**config.mk**
```make
export PLATFORM = sky130hd
export DESIGN_NAME = match_ctrl_flat
export DESIGN_NICKNAME = d
export VERILOG_FILES = /design/src/rtl/match_ctrl_if.sv /design/src/rtl/match_ctrl.sv /design/src/flat_wrapper.sv
export SDC_FILE = /design/constraint.sdc
export NUM_CORES = 1
export LEC_CHECK = 0
export BUFFER_PORTS_ARGS = -buffer_cell sky130_fd_sc_hd__buf_2
export CAP_MARGIN = 30
export CORE_MARGIN = 5
export CORE_UTILIZATION = 31
export DETAILED_ROUTE_END_ITERATION = 7
export GPL_ROUTABILITY_DRIVEN = 0
export PLACE_DENSITY = 0.52
export SETUP_SLACK_MARGIN = 0.15
export SYNTH_ARGS = -nofsm -noshare
export SYNTH_HDL_FRONTEND = slang
export SYNTH_SLANG_ARGS = --single-unit
```
**constraint.sdc**
```tcl
create_clock -name pixel_clk -period 1.8 [get_ports pixel_clk]
set_input_delay 0.09 -clock pixel_clk [delete_from_list [all_inputs] [get_ports pixel_clk]]
set_output_delay 0.09 -clock pixel_clk [all_outputs]
set_load 0.02 [all_outputs]
```
**src/rtl/match_ctrl_if.sv**
```systemverilog
// Signal bundle between the match sequencer and the ball/paddle datapath.
// The slave side is the sequencer; the master side drives the game events.
interface match_ctrl_if #(
    parameter int SCORE_W = 4
);
    logic               start_btn;
    logic               frame_tick;
    logic               miss_a;
    logic               miss_b;
    logic               ball_run;
    logic               ball_load;
    logic               serve_dir;
    logic [SCORE_W-1:0] score_a;
    logic [SCORE_W-1:0] score_b;
    logic               game_over;
    logic               winner;
    logic [2:0]         state;

    modport master (
        output start_btn, frame_tick, miss_a, miss_b,
        input  ball_run, ball_load, serve_dir, score_a, score_b,
               game_over, winner, state
    );

    modport slave (
        input  start_btn, frame_tick, miss_a, miss_b,
        output ball_run, ball_load, serve_dir, score_a, score_b,
               game_over, winner, state
    );
endinterface

```
**src/rtl/match_ctrl.sv**
```systemverilog
// Game-level sequencer for ping-pong: serve countdown, rally, point freeze,
// scoring and match end. Every output comes straight from a register.
module match_ctrl #(
    parameter int SCORE_W      = 4,
    parameter int WIN_SCORE    = 7,
    parameter int SERVE_FRAMES = 60,
    parameter int POINT_FRAMES = 30
) (
    input  logic        pixel_clk,
    input  logic        reset,
    match_ctrl_if.slave bus
);
    localparam int MAX_FRAMES = (SERVE_FRAMES > POINT_FRAMES) ? SERVE_FRAMES : POINT_FRAMES;
    localparam int CNT_W      = $clog2(MAX_FRAMES + 1);

    localparam logic [CNT_W-1:0]   SERVE_LD  = CNT_W'(SERVE_FRAMES);
    localparam logic [CNT_W-1:0]   POINT_LD  = CNT_W'(POINT_FRAMES);
    localparam logic [CNT_W-1:0]   CNT_ONE   = CNT_W'(1);
    localparam logic [SCORE_W-1:0] WIN_VAL   = SCORE_W'(WIN_SCORE);
    localparam logic [SCORE_W-1:0] SCORE_ONE = SCORE_W'(1);

    typedef enum logic [2:0] {
        ST_IDLE      = 3'd0,
        ST_SERVE     = 3'd1,
        ST_PLAY      = 3'd2,
        ST_POINT     = 3'd3,
        ST_GAME_OVER = 3'd4
    } state_e;

    state_e             r_state,     w_state;
    logic [CNT_W-1:0]   r_cnt,       w_cnt;
    logic               r_ball_run,  w_ball_run;
    logic               r_ball_load, w_ball_load;
    logic               r_serve_dir, w_serve_dir;
    logic [SCORE_W-1:0] r_score_a,   w_score_a;
    logic [SCORE_W-1:0] r_score_b,   w_score_b;
    logic               r_game_over, w_game_over;
    logic               r_winner,    w_winner;
    logic               r_start_q;
    logic               r_armed;

    logic               w_start_edge;
    logic [SCORE_W-1:0] w_inc_a;
    logic [SCORE_W-1:0] w_inc_b;

    // r_armed blocks a start edge until the button has been seen low since
    // reset, so a button held through reset release cannot launch a match.
    assign w_start_edge = bus.start_btn & ~r_start_q & r_armed;
    assign w_inc_a      = r_score_a + SCORE_ONE;
    assign w_inc_b      = r_score_b + SCORE_ONE;

    always_comb begin
        // NOTE: every next-state value takes its held value first, so no path
        // through the case below can leave one unassigned and infer a latch.
        w_state     = r_state;
        w_cnt       = r_cnt;
        w_ball_run  = r_ball_run;
        w_ball_load = 1'b0;
        w_serve_dir = r_serve_dir;
        w_score_a   = r_score_a;
        w_score_b   = r_score_b;
        w_game_over = r_game_over;
        w_winner    = r_winner;

        case (r_state)
            ST_IDLE, ST_GAME_OVER: begin
                if (w_start_edge) begin
                    w_state     = ST_SERVE;
                    w_cnt       = SERVE_LD;
                    w_ball_run  = 1'b0;
                    w_ball_load = 1'b1;
                    w_serve_dir = 1'b0;
                    w_score_a   = '0;
                    w_score_b   = '0;
                    w_game_over = 1'b0;
                    w_winner    = 1'b0;
                end
            end

            ST_SERVE: begin
                if (bus.frame_tick) begin
                    if (r_cnt == CNT_ONE) begin
                        w_state    = ST_PLAY;
                        w_ball_run = 1'b1;
                    end else begin
                        w_cnt = r_cnt - CNT_ONE;
                    end
                end
            end

            ST_PLAY: begin
                if (bus.miss_a && bus.miss_b) begin
                    w_state    = ST_POINT;
                    w_cnt      = POINT_LD;
                    w_ball_run = 1'b0;
                end else if (bus.miss_a) begin
                    w_ball_run  = 1'b0;
                    w_score_b   = w_inc_b;
                    w_serve_dir = 1'b0;
                    if (w_inc_b == WIN_VAL) begin
                        w_state     = ST_GAME_OVER;
                        w_game_over = 1'b1;
                        w_winner    = 1'b1;
                    end else begin
                        w_state = ST_POINT;
                        w_cnt   = POINT_LD;
                    end
                end else if (bus.miss_b) begin
                    w_ball_run  = 1'b0;
                    w_score_a   = w_inc_a;
                    w_serve_dir = 1'b1;
                    if (w_inc_a == WIN_VAL) begin
                        w_state     = ST_GAME_OVER;
                        w_game_over = 1'b1;
                        w_winner    = 1'b0;
                    end else begin
                        w_state = ST_POINT;
                        w_cnt   = POINT_LD;
                    end
                end
            end

            ST_POINT: begin
                if (bus.frame_tick) begin
                    if (r_cnt == CNT_ONE) begin
                        w_state     = ST_SERVE;
                        w_cnt       = SERVE_LD;
                        w_ball_load = 1'b1;
                    end else begin
                        w_cnt = r_cnt - CNT_ONE;
                    end
                end
            end

            default: w_state = ST_IDLE;
        endcase
    end

    // NOTE: state registers use non-blocking assignments so every register
    // samples the pre-edge values, independent of statement order.
    always_ff @(posedge pixel_clk or negedge reset) begin
        if (!reset) begin
            r_state     <= ST_IDLE;
            r_cnt       <= '0;
            r_ball_run  <= 1'b0;
            r_ball_load <= 1'b0;
            r_serve_dir <= 1'b0;
            r_score_a   <= '0;
            r_score_b   <= '0;
            r_game_over <= 1'b0;
            r_winner    <= 1'b0;
            r_start_q   <= 1'b0;
            r_armed     <= 1'b0;
        end else begin
            r_state     <= w_state;
            r_cnt       <= w_cnt;
            r_ball_run  <= w_ball_run;
            r_ball_load <= w_ball_load;
            r_serve_dir <= w_serve_dir;
            r_score_a   <= w_score_a;
            r_score_b   <= w_score_b;
            r_game_over <= w_game_over;
            r_winner    <= w_winner;
            r_start_q   <= bus.start_btn;
            r_armed     <= r_armed | ~bus.start_btn;
        end
    end

    assign bus.ball_run  = r_ball_run;
    assign bus.ball_load = r_ball_load;
    assign bus.serve_dir = r_serve_dir;
    assign bus.score_a   = r_score_a;
    assign bus.score_b   = r_score_b;
    assign bus.game_over = r_game_over;
    assign bus.winner    = r_winner;
    assign bus.state     = r_state;
endmodule

```
**src/flat_wrapper.sv**
```systemverilog
// flat-port wrapper written by rule: the top's interface ports become plain ports
module match_ctrl_flat 
#(
    parameter int SCORE_W      = 4,
    parameter int WIN_SCORE    = 7,
    parameter int SERVE_FRAMES = 60,
    parameter int POINT_FRAMES = 30
)
  (pixel_clk, reset, bus_start_btn, bus_frame_tick, bus_miss_a, bus_miss_b, bus_ball_run, bus_ball_load, bus_serve_dir, bus_score_a, bus_score_b, bus_game_over, bus_winner, bus_state);
  match_ctrl_if #(.SCORE_W(SCORE_W)) bus_i ();
  input  logic pixel_clk;
  input  logic reset;
  input wire logic [$bits(bus_i.start_btn)-1:0] bus_start_btn;
  input wire logic [$bits(bus_i.frame_tick)-1:0] bus_frame_tick;
  input wire logic [$bits(bus_i.miss_a)-1:0] bus_miss_a;
  input wire logic [$bits(bus_i.miss_b)-1:0] bus_miss_b;
  output wire logic [$bits(bus_i.ball_run)-1:0] bus_ball_run;
  output wire logic [$bits(bus_i.ball_load)-1:0] bus_ball_load;
  output wire logic [$bits(bus_i.serve_dir)-1:0] bus_serve_dir;
  output wire logic [$bits(bus_i.score_a)-1:0] bus_score_a;
  output wire logic [$bits(bus_i.score_b)-1:0] bus_score_b;
  output wire logic [$bits(bus_i.game_over)-1:0] bus_game_over;
  output wire logic [$bits(bus_i.winner)-1:0] bus_winner;
  output wire logic [$bits(bus_i.state)-1:0] bus_state;
  assign bus_i.start_btn = bus_start_btn;
  assign bus_i.frame_tick = bus_frame_tick;
  assign bus_i.miss_a = bus_miss_a;
  assign bus_i.miss_b = bus_miss_b;
  assign bus_ball_run = bus_i.ball_run;
  assign bus_ball_load = bus_i.ball_load;
  assign bus_serve_dir = bus_i.serve_dir;
  assign bus_score_a = bus_i.score_a;
  assign bus_score_b = bus_i.score_b;
  assign bus_game_over = bus_i.game_over;
  assign bus_winner = bus_i.winner;
  assign bus_state = bus_i.state;
  match_ctrl #(.SCORE_W(SCORE_W), .WIN_SCORE(WIN_SCORE), .SERVE_FRAMES(SERVE_FRAMES), .POINT_FRAMES(POINT_FRAMES)) u_core (.pixel_clk(pixel_clk), .reset(reset), .bus(bus_i));
endmodule
```
==> run_results.csv <==
group,metric,value,unit
floorplan,fp.dieW,76.6,um
layout,ff_latch_area,607,um^2
floorplan,coreArea,0.00432,mm^2
critical_path,critPathKind,"reg2reg",
critical_path,cp-end-kind,"flip-flop",
sta,period_minus_slack,1.72,ns
synth,syn_nets,152,
global_routing,grt_antenna_before_repair,0,
detailed_routing,wl,3330,um
worst_hold_path,holdPathEnd,"u_core.r_armed$_DFF_PN0_",
clock_network,cts_tree,"built",
clock_network,cts_buffer_depth,2,
synth,avgSynthCellArea,9.82,um^2
layout,drive_gt1_share,41.1,%
placement,io_buffer_count,21,
sta,final_hold_viol_count,0,
sta,setup_viol,0,
synth,synth_top_area_share,43.7,%
layout,areaGrowthSynthToFinish,29.2,%
critical_path,required,1.95,ns
power,ir_drop,0.489,mV
floorplan,fp-row-count,24,
synth,synth_cells,140,
synth,yosysTopAreaCell,"dfrtp_1",
global_routing,grt_max_degree,25,
floorplan,die_area,0.00587,mm^2
layout,nFillCells,417,
detailed_routing,ant_nets,0,
sta,skew,0.000796,ns
critical_path,cp-start-kind,"flip-flop",
layout,antenna_cells,0,
synth,ys_seq_elements,24,
clock_network,clk_latency,0.26,ns
synth,synth_flop_cell,"dfrtp_1",
worst_hold_path,min_path_type,"in2reg",
layout,nets,193,
detailed_routing,drc_errors,0,
sta,grt_setup_unrepaired,"yes",
sta,tightest_slew,0.552,ns
detailed_routing,drt_iter0_drc,58,
global_routing,grt_use_total,11.9,%
synth,ys_seq_area_share,43.7,%
critical_path,r2r_cells,6,
detailed_routing,drt-pass1-iter-count,4,
global_routing,grt_pass1_wl,5910,um
clock_network,htreeDepth,1,
floorplan,io_pins,22,
detailed_routing,wl_per_cell,14.4,um
critical_path,worst_ep_arrival_time,1.87,ns
clock_network,ctsRootBufferMaster,"clkbuf_8",
run_status,status,"finished, final reports clean",
detailed_routing,vias,1192,
critical_path,worstReg2RegEnd,"u_core.r_cnt[5]$_DFFE_PN0P_",
placement,dp_hpwl,2470,um
clock_network,cts_buffers,3,
power,p_leak,0.822,nW
critical_path,rr_startpoint,"u_core.bus.score_b[0]$_DFFE_PN0P_",
detailed_routing,viasPerCell,5.14,
power,powerDensity,1150,mW/mm^2
sta,setup_ws,0.0786,ns
layout,layout_common_cells,"buf_2, dfrtp_1, nand2_1",
flow_run,drv_cap,0,
layout,final_common_cell,"buf_2",
global_routing,grt_overflow_total,0,
synth,ys_types,42,
power,p_total,2.04,mW
synth,yosys-top-cells-area,"dfrtp_1, ha_1, nand2_1, o21ai_0, nor2_1",
floorplan,start_util,31.8,%
sta,finalCritPeriodShare,95.6,%
synth,synth-edff-count,0,
critical_path,startpoint,"u_core.bus.score_b[0]$_DFFE_PN0P_",
critical_path,r2r_setup_slack,0.08,ns
synth,yosys_warnings,0,
worst_hold_path,holdPathStages,2,
synth,synth_area,0.00138,mm^2
placement,dp_slack,0.00959,ns
floorplan,die_y,76.6,um
sta,fmax,0.581,GHz
sta,drv_slew,0,
worst_hold_path,hold_start,"bus_start_btn",
layout,multi_input_area,766,um^2
synth,synthArstFlopShare,100,%
global_routing,grt_pass1_vias,1272,
clock_network,clkSinkCount,24,
sta,maxSlewHeadroom,63.2,%
clock_network,cts.clk_slew.worst_paths,0.08,ns
critical_path,crit_fanout,6,
routing by layer:
metal,share of wire [%],vias up,global-route usage [%]
met2,52,25,21.4
met4,0.66,0,3.50
met1,44,589,14.5
met3,3.5,2,1.77
li1,-,576,-
met5,0,-,0
synthesized netlist by cell type (3+ instances only):
| library cell | count |
|---|---|
| dfrtp_1 | 24 |
| o21ai_0 | 11 |
| nor2_1 | 12 |
| a21oi_1 | 5 |
| o31ai_1 | 3 |
| a22o_1 | 3 |
| nand2_1 | 17 |
| nor3_1 | 4 |
| ha_1 | 6 |
| inv_1 | 9 |
| or2_2 | 3 |
| o211ai_1 | 3 |
| a21o_1 | 3 |
| a22oi_1 | 3 |
| xor2_1 | 3 |
final cells by class:
class	count	share of cell area, %
clock buffer	4	3.10
inverter	9	1.90
multi-input combinational	105	43.1
sequential	24	34.2
tap	52	3.66
timing repair buffer	38	14.1
logic make-up after synthesis:
family	Yosys count	share of synthesized area [%]
DFF	24	43.7
xor gates and xnor gates	5	3.19
adders and majority gates	6	5.46
and+or+nand+nor	54	21.9
buffers and inverters	11	4.09
AOI/OAI and AO/OA	40	21.7
worst max path at each step:
stage          slack [ns]  depth (start not counted)                             to
2_1_floorplan        0.06                          7    u_core.r_cnt[5]$_DFFE_PN0P_
3_3_place_gp         0.07                          6    u_core.r_cnt[5]$_DFFE_PN0P_
3_5_place_dp         0.01                          6    u_core.r_cnt[5]$_DFFE_PN0P_
4_1_cts              0.07                          6    u_core.r_cnt[5]$_DFFE_PN0P_
5_1_grt             -0.05                          7  u_core.bus.winner$_DFFE_PN0P_
6_report             0.08                          6    u_core.r_cnt[5]$_DFFE_PN0P_
worst max-delay path: stages, from the launching register on:
cell	delay [ns]
dfrtp_2	0.43
ha_2	0.18
xor2_1	0.18
and3_4	0.17
a22oi_2	0.31
o21bai_4	0.13
a22o_1	0.22
state kept, by name (all words and copies together) (netlist names):
name,flops
u_core.bus.ball_load,1
u_core.bus.ball_run,1
u_core.bus.game_over,1
u_core.bus.score_a,4
u_core.bus.score_b,4
u_core.bus.serve_dir,1
u_core.bus.state,3
u_core.bus.winner,1
u_core.r_armed,1
u_core.r_cnt,6
u_core.r_start_q,1
power by group:
group	switching (mW)	total (mW)	internal (mW)	leakage (nW)
registers	0.111	0.762	0.651	0.299
clock network	0.165	0.360	0.195	0.0288
logic	0.481	0.915	0.434	0.494
total	0.757	2.04	1.28	0.822
what timing repair did:
item	4_1_cts	5_1_grt
endpoints found under the hold margin	25	0
setup buffers	8	0
setup endpoints to repair	9	12
pin swaps	7	3
gates resized for setup	5	6
hold buffers	2	0
metrics by stage:
stage	hold slack, ns	TNS (ns)	cell area, um^2	utilization, %	instances
5_1_grt	0.0516	-0.0554	1780	41.1	232
2_1_floorplan	-0.206	0	1390	-	140
6_report	0.0390	0	1780	41.1	232
4_1_cts	0.0320	0	1750	40.4	232
3_3_place_gp	0.107	0	1590	36.8	218
3_5_place_dp	0.114	0	1590	36.8	218
No activity file was read; power rests on OpenSTA's default activity.
